===== src/rtl/writeback_ctrl_pkg.sv =====
// writeback_ctrl_pkg: shared widths, default queue depth and sequencer state type
package writeback_ctrl_pkg;
   localparam int REG_ADDR_W = 5;
   localparam int DATA_W = 32;
   localparam int DEPTH_DEF = 4;
   typedef enum logic [1:0] {IDLE, SETUP, STROBE, HOLD} wb_state_e;
endpackage


===== src/rtl/writeback_ctrl_fifo.sv =====
// wb_fifo: circular write queue exposing every slot for bypass lookup
module wb_fifo
   import writeback_ctrl_pkg::*;
#(
   parameter int DEPTH = DEPTH_DEF,
   localparam int PW = $clog2(DEPTH)
) (
   input  logic                                 clk,
   input  logic                                 reset,
   input  logic                                 push,
   input  logic [REG_ADDR_W-1:0]                push_rd,
   input  logic [DATA_W-1:0]                    push_data,
   input  logic                                 pop,
   output logic [REG_ADDR_W-1:0]                head_rd,
   output logic [DATA_W-1:0]                    head_data,
   output logic [PW-1:0]                        head_ptr,
   output logic [3:0]                           count,
   output logic [DEPTH-1:0]                     ent_valid,
   output logic [DEPTH-1:0][REG_ADDR_W-1:0]     ent_rd,
   output logic [DEPTH-1:0][DATA_W-1:0]         ent_data
);
   logic [PW-1:0] head_q, head_d, tail_q, tail_d;
   logic [3:0] count_q, count_d;
   logic [DEPTH-1:0] valid_q, valid_d;
   logic [DEPTH-1:0][REG_ADDR_W-1:0] rd_q, rd_d;
   logic [DEPTH-1:0][DATA_W-1:0] data_q, data_d;
   always_comb begin
      head_d = pop ? head_q + 1'b1 : head_q;
      tail_d = push ? tail_q + 1'b1 : tail_q;
      count_d = count_q + 4'(push) - 4'(pop);
      valid_d = valid_q;
      rd_d = rd_q;
      data_d = data_q;
      if (pop) valid_d[head_q] = 1'b0;
      if (push) begin
         valid_d[tail_q] = 1'b1;
         rd_d[tail_q] = push_rd;
         data_d[tail_q] = push_data;
      end
   end
   always_ff @(posedge clk) begin
      if (reset) begin
         head_q <= '0;
         tail_q <= '0;
         count_q <= '0;
         valid_q <= '0;
         rd_q <= '0;
         data_q <= '0;
      end else begin
         head_q <= head_d;
         tail_q <= tail_d;
         count_q <= count_d;
         valid_q <= valid_d;
         rd_q <= rd_d;
         data_q <= data_d;
      end
   end
   assign head_rd = rd_q[head_q];
   assign head_data = data_q[head_q];
   assign head_ptr = head_q;
   assign count = count_q;
   assign ent_valid = valid_q;
   assign ent_rd = rd_q;
   assign ent_data = data_q;
endmodule


===== src/rtl/writeback_ctrl.sv =====
// writeback_ctrl: queues writebacks and paces them into the register file with a bypass lookup
module writeback_ctrl
   import writeback_ctrl_pkg::*;
#(
   parameter int DEPTH = DEPTH_DEF
) (
   input  logic                  clk,
   input  logic                  reset,
   input  logic                  wb_valid,
   output logic                  wb_ready,
   input  logic [REG_ADDR_W-1:0] wb_rd,
   input  logic [DATA_W-1:0]     wb_data,
   output logic [REG_ADDR_W-1:0] WriteRegister,
   output logic [DATA_W-1:0]     WriteData,
   output logic                  RegWrite,
   input  logic [REG_ADDR_W-1:0] lookup_rs,
   output logic                  lookup_hit,
   output logic [DATA_W-1:0]     lookup_data,
   output logic                  busy,
   output logic [3:0]            count
);
   localparam int PW = $clog2(DEPTH);
   wb_state_e state_q, state_d;
   logic regwrite_q, regwrite_d;
   logic [REG_ADDR_W-1:0] wr_rd_q, wr_rd_d, head_rd;
   logic [DATA_W-1:0] wr_data_q, wr_data_d, head_data;
   logic [PW-1:0] head_ptr;
   logic [DEPTH-1:0] ent_valid;
   logic [DEPTH-1:0][REG_ADDR_W-1:0] ent_rd;
   logic [DEPTH-1:0][DATA_W-1:0] ent_data;
   logic push, pop;
   assign wb_ready = count < 4'(DEPTH);
   assign push = wb_valid && wb_ready && wb_rd != '0;
   assign pop = (state_q == IDLE || state_q == HOLD) && count != '0;
   assign busy = count != '0 || state_q != IDLE;
   wb_fifo #(.DEPTH(DEPTH)) u_fifo (
      .clk(clk),
      .reset(reset),
      .push(push),
      .push_rd(wb_rd),
      .push_data(wb_data),
      .pop(pop),
      .head_rd(head_rd),
      .head_data(head_data),
      .head_ptr(head_ptr),
      .count(count),
      .ent_valid(ent_valid),
      .ent_rd(ent_rd),
      .ent_data(ent_data)
   );
   always_ff @(posedge clk) begin
      if (reset) begin
         state_q <= IDLE;
         regwrite_q <= 1'b0;
         wr_rd_q <= '0;
         wr_data_q <= '0;
      end else begin
         state_q <= state_d;
         regwrite_q <= regwrite_d;
         wr_rd_q <= wr_rd_d;
         wr_data_q <= wr_data_d;
      end
   end
   always_comb begin
      state_d = state_q == SETUP ? STROBE : state_q == STROBE ? HOLD : pop ? SETUP : IDLE;
   end
   always_comb begin
      regwrite_d = state_d == STROBE;
      wr_rd_d = pop ? head_rd : wr_rd_q;
      wr_data_d = pop ? head_data : wr_data_q;
   end
   assign RegWrite = regwrite_q;
   assign WriteRegister = wr_rd_q;
   assign WriteData = wr_data_q;
   // walk oldest to newest so the youngest match overrides; the in-flight entry is older than any queued one
   always_comb begin
      lookup_hit = 1'b0;
      lookup_data = '0;
      if (lookup_rs != '0) begin
         if ((state_q == SETUP || state_q == STROBE) && wr_rd_q == lookup_rs) begin
            lookup_hit = 1'b1;
            lookup_data = wr_data_q;
         end
         for (int i = 0; i < DEPTH; i++) begin
            if (ent_valid[head_ptr + PW'(i)] && ent_rd[head_ptr + PW'(i)] == lookup_rs) begin
               lookup_hit = 1'b1;
               lookup_data = ent_data[head_ptr + PW'(i)];
            end
         end
      end
   end
endmodule

===== config.mk =====
export PLATFORM = sky130hd
export DESIGN_NAME = writeback_ctrl
export DESIGN_NICKNAME = d
export VERILOG_FILES = /design/src/rtl/writeback_ctrl_pkg.sv /design/src/rtl/writeback_ctrl_fifo.sv /design/src/rtl/writeback_ctrl.sv
export SDC_FILE = /design/constraint.sdc
export NUM_CORES = 1
export LEC_CHECK = 0
export CAP_MARGIN = 20
export CORE_ASPECT_RATIO = 1.5
export CORE_MARGIN = 3
export CORE_UTILIZATION = 39
export CTS_CLUSTER_SIZE = 12
export DETAILED_ROUTE_END_ITERATION = 10
export SYNTH_ARGS = -nofsm -noshare
export SYNTH_HDL_FRONTEND = slang
export SYNTH_SLANG_ARGS = --single-unit
export TNS_END_PERCENT = 100

===== constraint.sdc =====
create_clock -name clk -period 5.9 [get_ports clk]
set_input_delay 1.18 -clock clk [delete_from_list [all_inputs] [get_ports clk]]
set_output_delay 1.18 -clock clk [all_outputs]
set_load 0.05 [all_outputs]

==> Word level (Yosys, flattened, before mapping) <==
Index checks and enable logic that the tools add are counted.
W data, S select, Z words.
{ "op_classes": {"order_cmp": 8, "n_eq_ne": 9, "n_addsub": 6, "mux": 51, "n_reduce_logical": 18, "bitwise": 3} }
{ "op_table": {"columns": ["operator", "count"], "rows": [
  ["$mux W32", 11],
  ["$bmux W32 S2", 4],
  ["$bwmux W128", 1],
  ["$demux W32 S2", 1],
  ["$bmux W5 S2", 4],
  ["$eq A5 B5 Y1", 5],
  ["$mux W5", 5],
  ["$bwmux W20", 1],
  ["$lt A2 B3 Y1 const B", 5],
  ["$mux W1", 13],
  ["$demux W5 S2", 1],
  ["$logic_and A1 B1 Y1", 10],
  ["$reduce_bool A5 Y1", 2],
  ["$bmux W1 S2", 4],
  ["$mux W4", 2],
  ["$eq A2 B2 Y1 const B", 3],
  ["$add A2 B1 Y2 const B", 2],
  ["$add A2 B2 Y2 const B", 2],
  ["$add A4 B1 Y4", 1],
  ["$and A4 B4 Y4", 1],
  ["$demux W1 S2", 2],
  ["$ge A2 B1 Y1 const B", 2],
  ["$lt A4 B3 Y1 const B", 1],
  ["$mux W2", 2],
  ["8 further kinds", 10]
]} }
{ "totals": {"inputBits": 45, "word_cells": 111, "register_bits": 200} }

==> Longest topological paths before layout <==
Gate-level depths: netlist (run 1).
{ "logic_depth": {"depth_word": 9, "ltp_mapped": 16} }

==> Cells and area by module <==
From an unflattened synthesis (run 1), not the netlist that was laid out.
{ "hier_totals": {"cells_unflattened": 1650, "area_unflattened_um2": 13190.2} }
{ "modules_own_cells": {"columns": ["module", "instances", "cells_per_inst", "area_per_inst_um2", "seq_area_each_um2"], "rows": [
  ["wb_fifo", 1, 758, 6841.6, 3203.1],
  ["writeback_ctrl", 1, 892, 6348.6, 800.8]
]} }

==> Worst setup path before layout (run 1) <==
Ideal clock, no wire load.
{ "synth_path": {"path_type": "reg2out", "from": "reg u_fifo.head_q[1] (netlist: u_fifo.head_ptr[1])", "to": "out lookup_data[0]", "path_buffers": 6, "path_stages_with_launch": 15, "t_arrival_ns": 4.146, "slack_ns": 0.574, "required_time_ns": 4.720, "cell_sequence": "dfxtp_1 clkbuf_1 buf_2 inv_1 clkbuf_1 clkbuf_1 ha_1 buf_2 mux4_2 xnor2_1 nand4_1 clkbuf_1 or3_1 o2111ai_1 o21ai_0"} }
{ "synth_via": {"elab_chain_cells": 9} }
{ "synth_rtl": {"columns": ["element", "line", "rtl"], "rows": [
  ["start: declaration", "writeback_ctrl_fifo.sv:22", "logic [PW-1:0] head_q, head_d, tail_q, tail_d;"],
  ["start signal: assignment", "writeback_ctrl_fifo.sv:43", "head_q <= '0;"],
  ["start signal: assignment", "writeback_ctrl_fifo.sv:50", "head_q <= head_d;"],
  ["$add A2 B1 Y2 or $bmux W5 S2 (tied branches)", "writeback_ctrl.sv:85, writeback_ctrl.sv:87", null],
  ["$bmux W5 S2 or $mux W5 (tied branches)", "writeback_ctrl.sv:85", "if (ent_valid[head_ptr + PW'(i)] && ent_rd[head_ptr + PW'(i)] == lookup_rs) begin"],
  ["$mux W5 (implied by the code) or $eq A5 B5 Y1 (tied branches)", "writeback_ctrl.sv:85", null],
  ["$eq A5 B5 Y1 or $logic_and A1 B1 Y1 (tied branches)", "writeback_ctrl.sv:85", null],
  ["$logic_and A1 B1 Y1 or $mux W32 (tied branches)", "writeback_ctrl.sv:85", null],
  ["$mux W32 (2 in series)", "writeback_ctrl.sv:85", null],
  ["$mux W32 *", "writeback_ctrl.sv:85", null],
  ["$mux W32 *", "writeback_ctrl.sv:79", "if (lookup_rs != '0) begin"],
  ["end: declaration", "writeback_ctrl.sv:18", "output logic [DATA_W-1:0] lookup_data,"]
]} }
Mark *: on every way between the ends. The rest lies on a longest branch, timed or not. The select of a mux whose other input is x is not followed.

==> Final worst setup path (run 1) <==
{ "layout_path": {"from": "reg u_fifo.head_q[0] (netlist: u_fifo.head_ptr[0])", "to": "out lookup_data[31]"} }
The elaborated chain is that of the path after synthesis.

==> results.toml, run 1 <==
[sta]
worst_pin_slew_ns = 0.987
fin_setup_tns_ns = 0
skew_ns = 0.00933
hold_violations = 0
max_freq_mhz = 185
worst_slack_ns = 0.492
rsz0062_at_grt = "no"
setup_violations = 0
slew_viol_final = 0
finalCritPeriodShare_pct = 91.7
maxSlewHeadroom_pct = 34.2
period_needed_ns = 5.41

[die]
dieHeight_microns = 233
rows = 82
start_util_pct = 39.8
die_x_microns = 157
dieArea_sq_um = 36500
core_sq_um = 33500
ios = 122

[critical_path]
rr_worst_depth = 9
worst_r2r_endpoint = "u_fifo.count[1]"
start_kind = "register"
required_ns = 4.72
timing.rr.start = "state_q[0]"
reg2reg_setup_slack_ns = 3.02
end_kind = "output port"
path_class = "reg2out"
cp_slowest_cell = "buf_12"
path_max_fanout = 156
critPathTopFamily = "buffers and inverters"
critPathMaxStageDelay_ns = 0.70
worst-path-buf-inv = 4
arrival_ns = 4.23
cp_cell_sequence = "buf_12, mux2i_1, mux2_2, a21oi_4, nand3_1, buf_4, o2111ai_1, o21ai_0, buf_4, buf_12"

[synth]
synth_cells = 1675
ys_types = 55
synth-xor-area-share_pct = 1.90
synth-seq-area-share_pct = 30.0
yosysWarnings = 0
synth-edff-count = 0
synth-simple-area-share_pct = 20.5
synth_compound_area_share_pct = 21.0
synth_top_family_by_area = "compound AO/OA/AOI/OAI gates"
syn_area_sq_um = 13300
synthAdderAreaFrac_pct = 1.84
synthArstFlopShare_pct = 0
syn_avg_cell_area_sq_um = 7.97
syn-num-nets = 1739
synth.mux.area_fraction_pct = 18.9
synth_ff_type = "dfxtp_1"
ys_ff_latch = 200

[global_routing]
antenna_found_initial = 0
grt_pass1_vias = 12957
grt_start_max_net_pins = 157
grt_pass1_wl_mm = 72.1
overflow = 0
grt.total_usage_pct = 25.4

[placement]
dpl-instance-area_sq_um = 15200
numPlacedInstances = 2091
dp_slack_ns = 0.542
portBuffers = 121
gp_congestion = 0.899
hpwl_mm = 29.3

[drt]
drcViolationCount = 0
num_vias = 13135
detail-route-antenna-nets = 0
route.met3.wl_mm = 3.43
drt-total-wl_mm = 47.3
drt-pass1-iter-count = 8
wl_per_cell_microns = 22.3
met2_length_mm = 24.1
drt_iter0_drc = 1122
vias_per_cell = 6.19
routed.top_layer = "met4"
wl_met1_mm = 17.7

[clock_tree]
cts_buffers = 17
clock_path_buffers = 2
cts_setup_buffers = 0
cts_sinks = 200
root_buffer = "clkbuf_16"
cts_resized = 0
cts_tree = "yes"
htreeDepth = 4
hold_buffers = 0
clk_latency_ns = 0.46
clkTransAtPathRegs_ns = 0.08

[worst_hold_path]
worst_hold_path_type = "reg2reg"
min_to = "u_fifo.ent_data[25]"
min_from = "u_fifo.ent_data[25]"
holdPathStages = 2

[power]
power_density_nw_per_um2 = 404
finalPower_mw = 6.38
p_leak_nw = 5.24
max-vdd-ir-drop_v = 0.000501

[layout]
area_growth_pct = 18.4
layout-drive-gt1-share_pct = 14.2
design_area_sq_um = 15800
diodes = 0
nNetsFinal = 1754
layoutNonFillerInstCount = 2123

[flow_run]
maxCapViolCount = 0

[run_status]
status = "finished, final reports clean"
layout by cell type, fill, tap and decap left out, drive strengths merged, types with 11 or more instances in the layout:
master | Yosys | final
xnor2 | 20 | 20
mux2 | 41 | 41
a21oi | 235 | 235
nor3 | 32 | 32
nand2 | 420 | 420
a31oi | 31 | 31
o21ai | 37 | 37
o41a | 28 | 28
o2111ai | 31 | 31
or3 | 30 | 30
and2 | 11 | 11
nand3 | 39 | 39
mux4 | 67 | 67
mux2i | 55 | 55
buf | 48 | 80
ha | 18 | 18
a211oi | 35 | 35
inv | 14 | 19
nand4 | 29 | 29
dfxtp | 200 | 200
clkdlybuf4s50 | 0 | 87
o211ai | 30 | 30
clkbuf | 123 | 17
nor2 | 54 | 54
worst min-delay path, delay by kind of cell, from the launching register on:
| family | cells | cell delay [ns] |
|---|---|---|
| DFF | 1 | 0.32 |
| AOI/OAI and AO/OA | 1 | 0.05 |
| and+or+nand+nor | 1 | 0.05 |
synthesized netlist by cell type (2+ instances only):
master | count | area (sq um)
nor2b_1 | 6 | 37.5
nor2_1 | 54 | 203
xnor2_1 | 20 | 175
buf_2 | 28 | 140
or3_1 | 30 | 188
a21oi_4 | 2 | 32.5
or2_2 | 3 | 18.8
dfxtp_1 | 200 | 4000
o211ai_1 | 30 | 225
a211oi_1 | 34 | 255
buf_6 | 4 | 45.0
a31oi_1 | 31 | 194
and3_1 | 3 | 18.8
mux4_2 | 66 | 1490
nor4_1 | 5 | 31.3
ha_1 | 18 | 225
and2_1 | 11 | 68.8
nand2b_1 | 3 | 18.8
buf_4 | 3 | 22.5
buf_1 | 12 | 45.0
a21oi_2 | 2 | 17.5
nand2_1 | 419 | 1570
o21ai_1 | 28 | 140
inv_1 | 13 | 48.8
o41a_1 | 28 | 315
a32oi_1 | 2 | 17.5
a21oi_1 | 231 | 1160
mux2_2 | 41 | 462
o2111ai_1 | 31 | 272
nor3_1 | 32 | 160
nand4_1 | 29 | 181
mux2i_1 | 55 | 551
a41oi_1 | 3 | 26.3
clkbuf_1 | 123 | 462
xor2_1 | 9 | 78.8
nand3_1 | 39 | 195
o21ai_0 | 9 | 45.0
logic make-up after synthesis:
kind of cell | Yosys count
buffers and inverters | 185
flip-flops | 200
AND/OR/NAND/NOR | 638
adder cells (fa/ha/maj) | 19
XOR/XNOR | 29
AO/OA/AOI/OAI | 441
multiplexers | 163
per-layer routing:
layer | global-route usage (%) | up-vias
met5 | 0 | -
met4 | 12.9 | 0
li1 | - | 6096
met2 | 44.2 | 604
met1 | 30.3 | 6279
met3 | 3.52 | 156
how the worst max path moves through the flow:
stage                        from              end  slack, ns  cells after the start
2_1_floorplan  u_fifo.head_ptr[1]   lookup_data[0]       0.57                     14
3_3_place_gp         lookup_rs[1]  lookup_data[31]       0.59                     10
3_5_place_dp         lookup_rs[1]  lookup_data[31]       0.54                     10
4_1_cts        u_fifo.head_ptr[0]  lookup_data[31]       0.53                     10
5_1_grt        u_fifo.head_ptr[0]  lookup_data[31]       0.34                     10
6_report       u_fifo.head_ptr[0]  lookup_data[31]       0.49                     10
per-stage QoR:
| step | util, % | hold WS [ns] |
|---|---|---|
| floorplan | - | 0.445 |
| global placement | 45.3 | 0.454 |
| detailed placement | 45.3 | 0.460 |
| CTS | 47.1 | 0.472 |
| global route | 47.1 | 0.492 |
| finish | 47.1 | 0.472 |
layout make-up:
cell class	instances	area [sq um]
Inverter	14	52.6
Clock inverter	15	193
Multi-Input combinational cell	1290	8630
Clock buffer	17	425
Fill cell	3258	17700
Timing Repair Buffer	167	1960
Tap cell	420	526
Sequential cell	200	4010
sequential cells by signal (all words and copies together), names as in the netlist:
name,flops
WriteRegister,5
RegWrite,1
u_fifo.ent_rd,20
u_fifo.count,4
u_fifo.tail_q,2
u_fifo.head_ptr,2
u_fifo.ent_valid,4
WriteData,32
state_q,2
u_fifo.ent_data,128
report_power, final:
| group | internal [mW] | total [mW] | switching [mW] |
|---|---|---|---|
| logic | 1.15 | 3.40 | 2.25 |
| registers | 1.54 | 1.71 | 0.174 |
| clock network | 0.678 | 1.27 | 0.594 |
| total | 3.36 | 6.38 | 3.02 |
(Power assumes the default switching activity.)
==> inputs of run 2 (changes only) <==
--- a/config.mk
+++ b/config.mk
@@ -5,7 +5,6 @@
 export SDC_FILE = /design/constraint.sdc
 export NUM_CORES = 1
 export LEC_CHECK = 0
-export CAP_MARGIN = 20
 export CORE_ASPECT_RATIO = 1.5
 export CORE_MARGIN = 3
 export CORE_UTILIZATION = 39
==> results of run 2 <==
The final DEF is identical to that of run 1; final timing and power are the same.
==> inputs of run 3 (changes only) <==
--- a/config.mk
+++ b/config.mk
@@ -5,6 +5,7 @@
 export SDC_FILE = /design/constraint.sdc
 export NUM_CORES = 1
 export LEC_CHECK = 0
+export CAP_MARGIN = 10
 export CORE_ASPECT_RATIO = 1.5
 export CORE_MARGIN = 3
 export CORE_UTILIZATION = 39
==> results of run 3 <==
The final DEF is identical to that of run 1; final timing and power are the same.
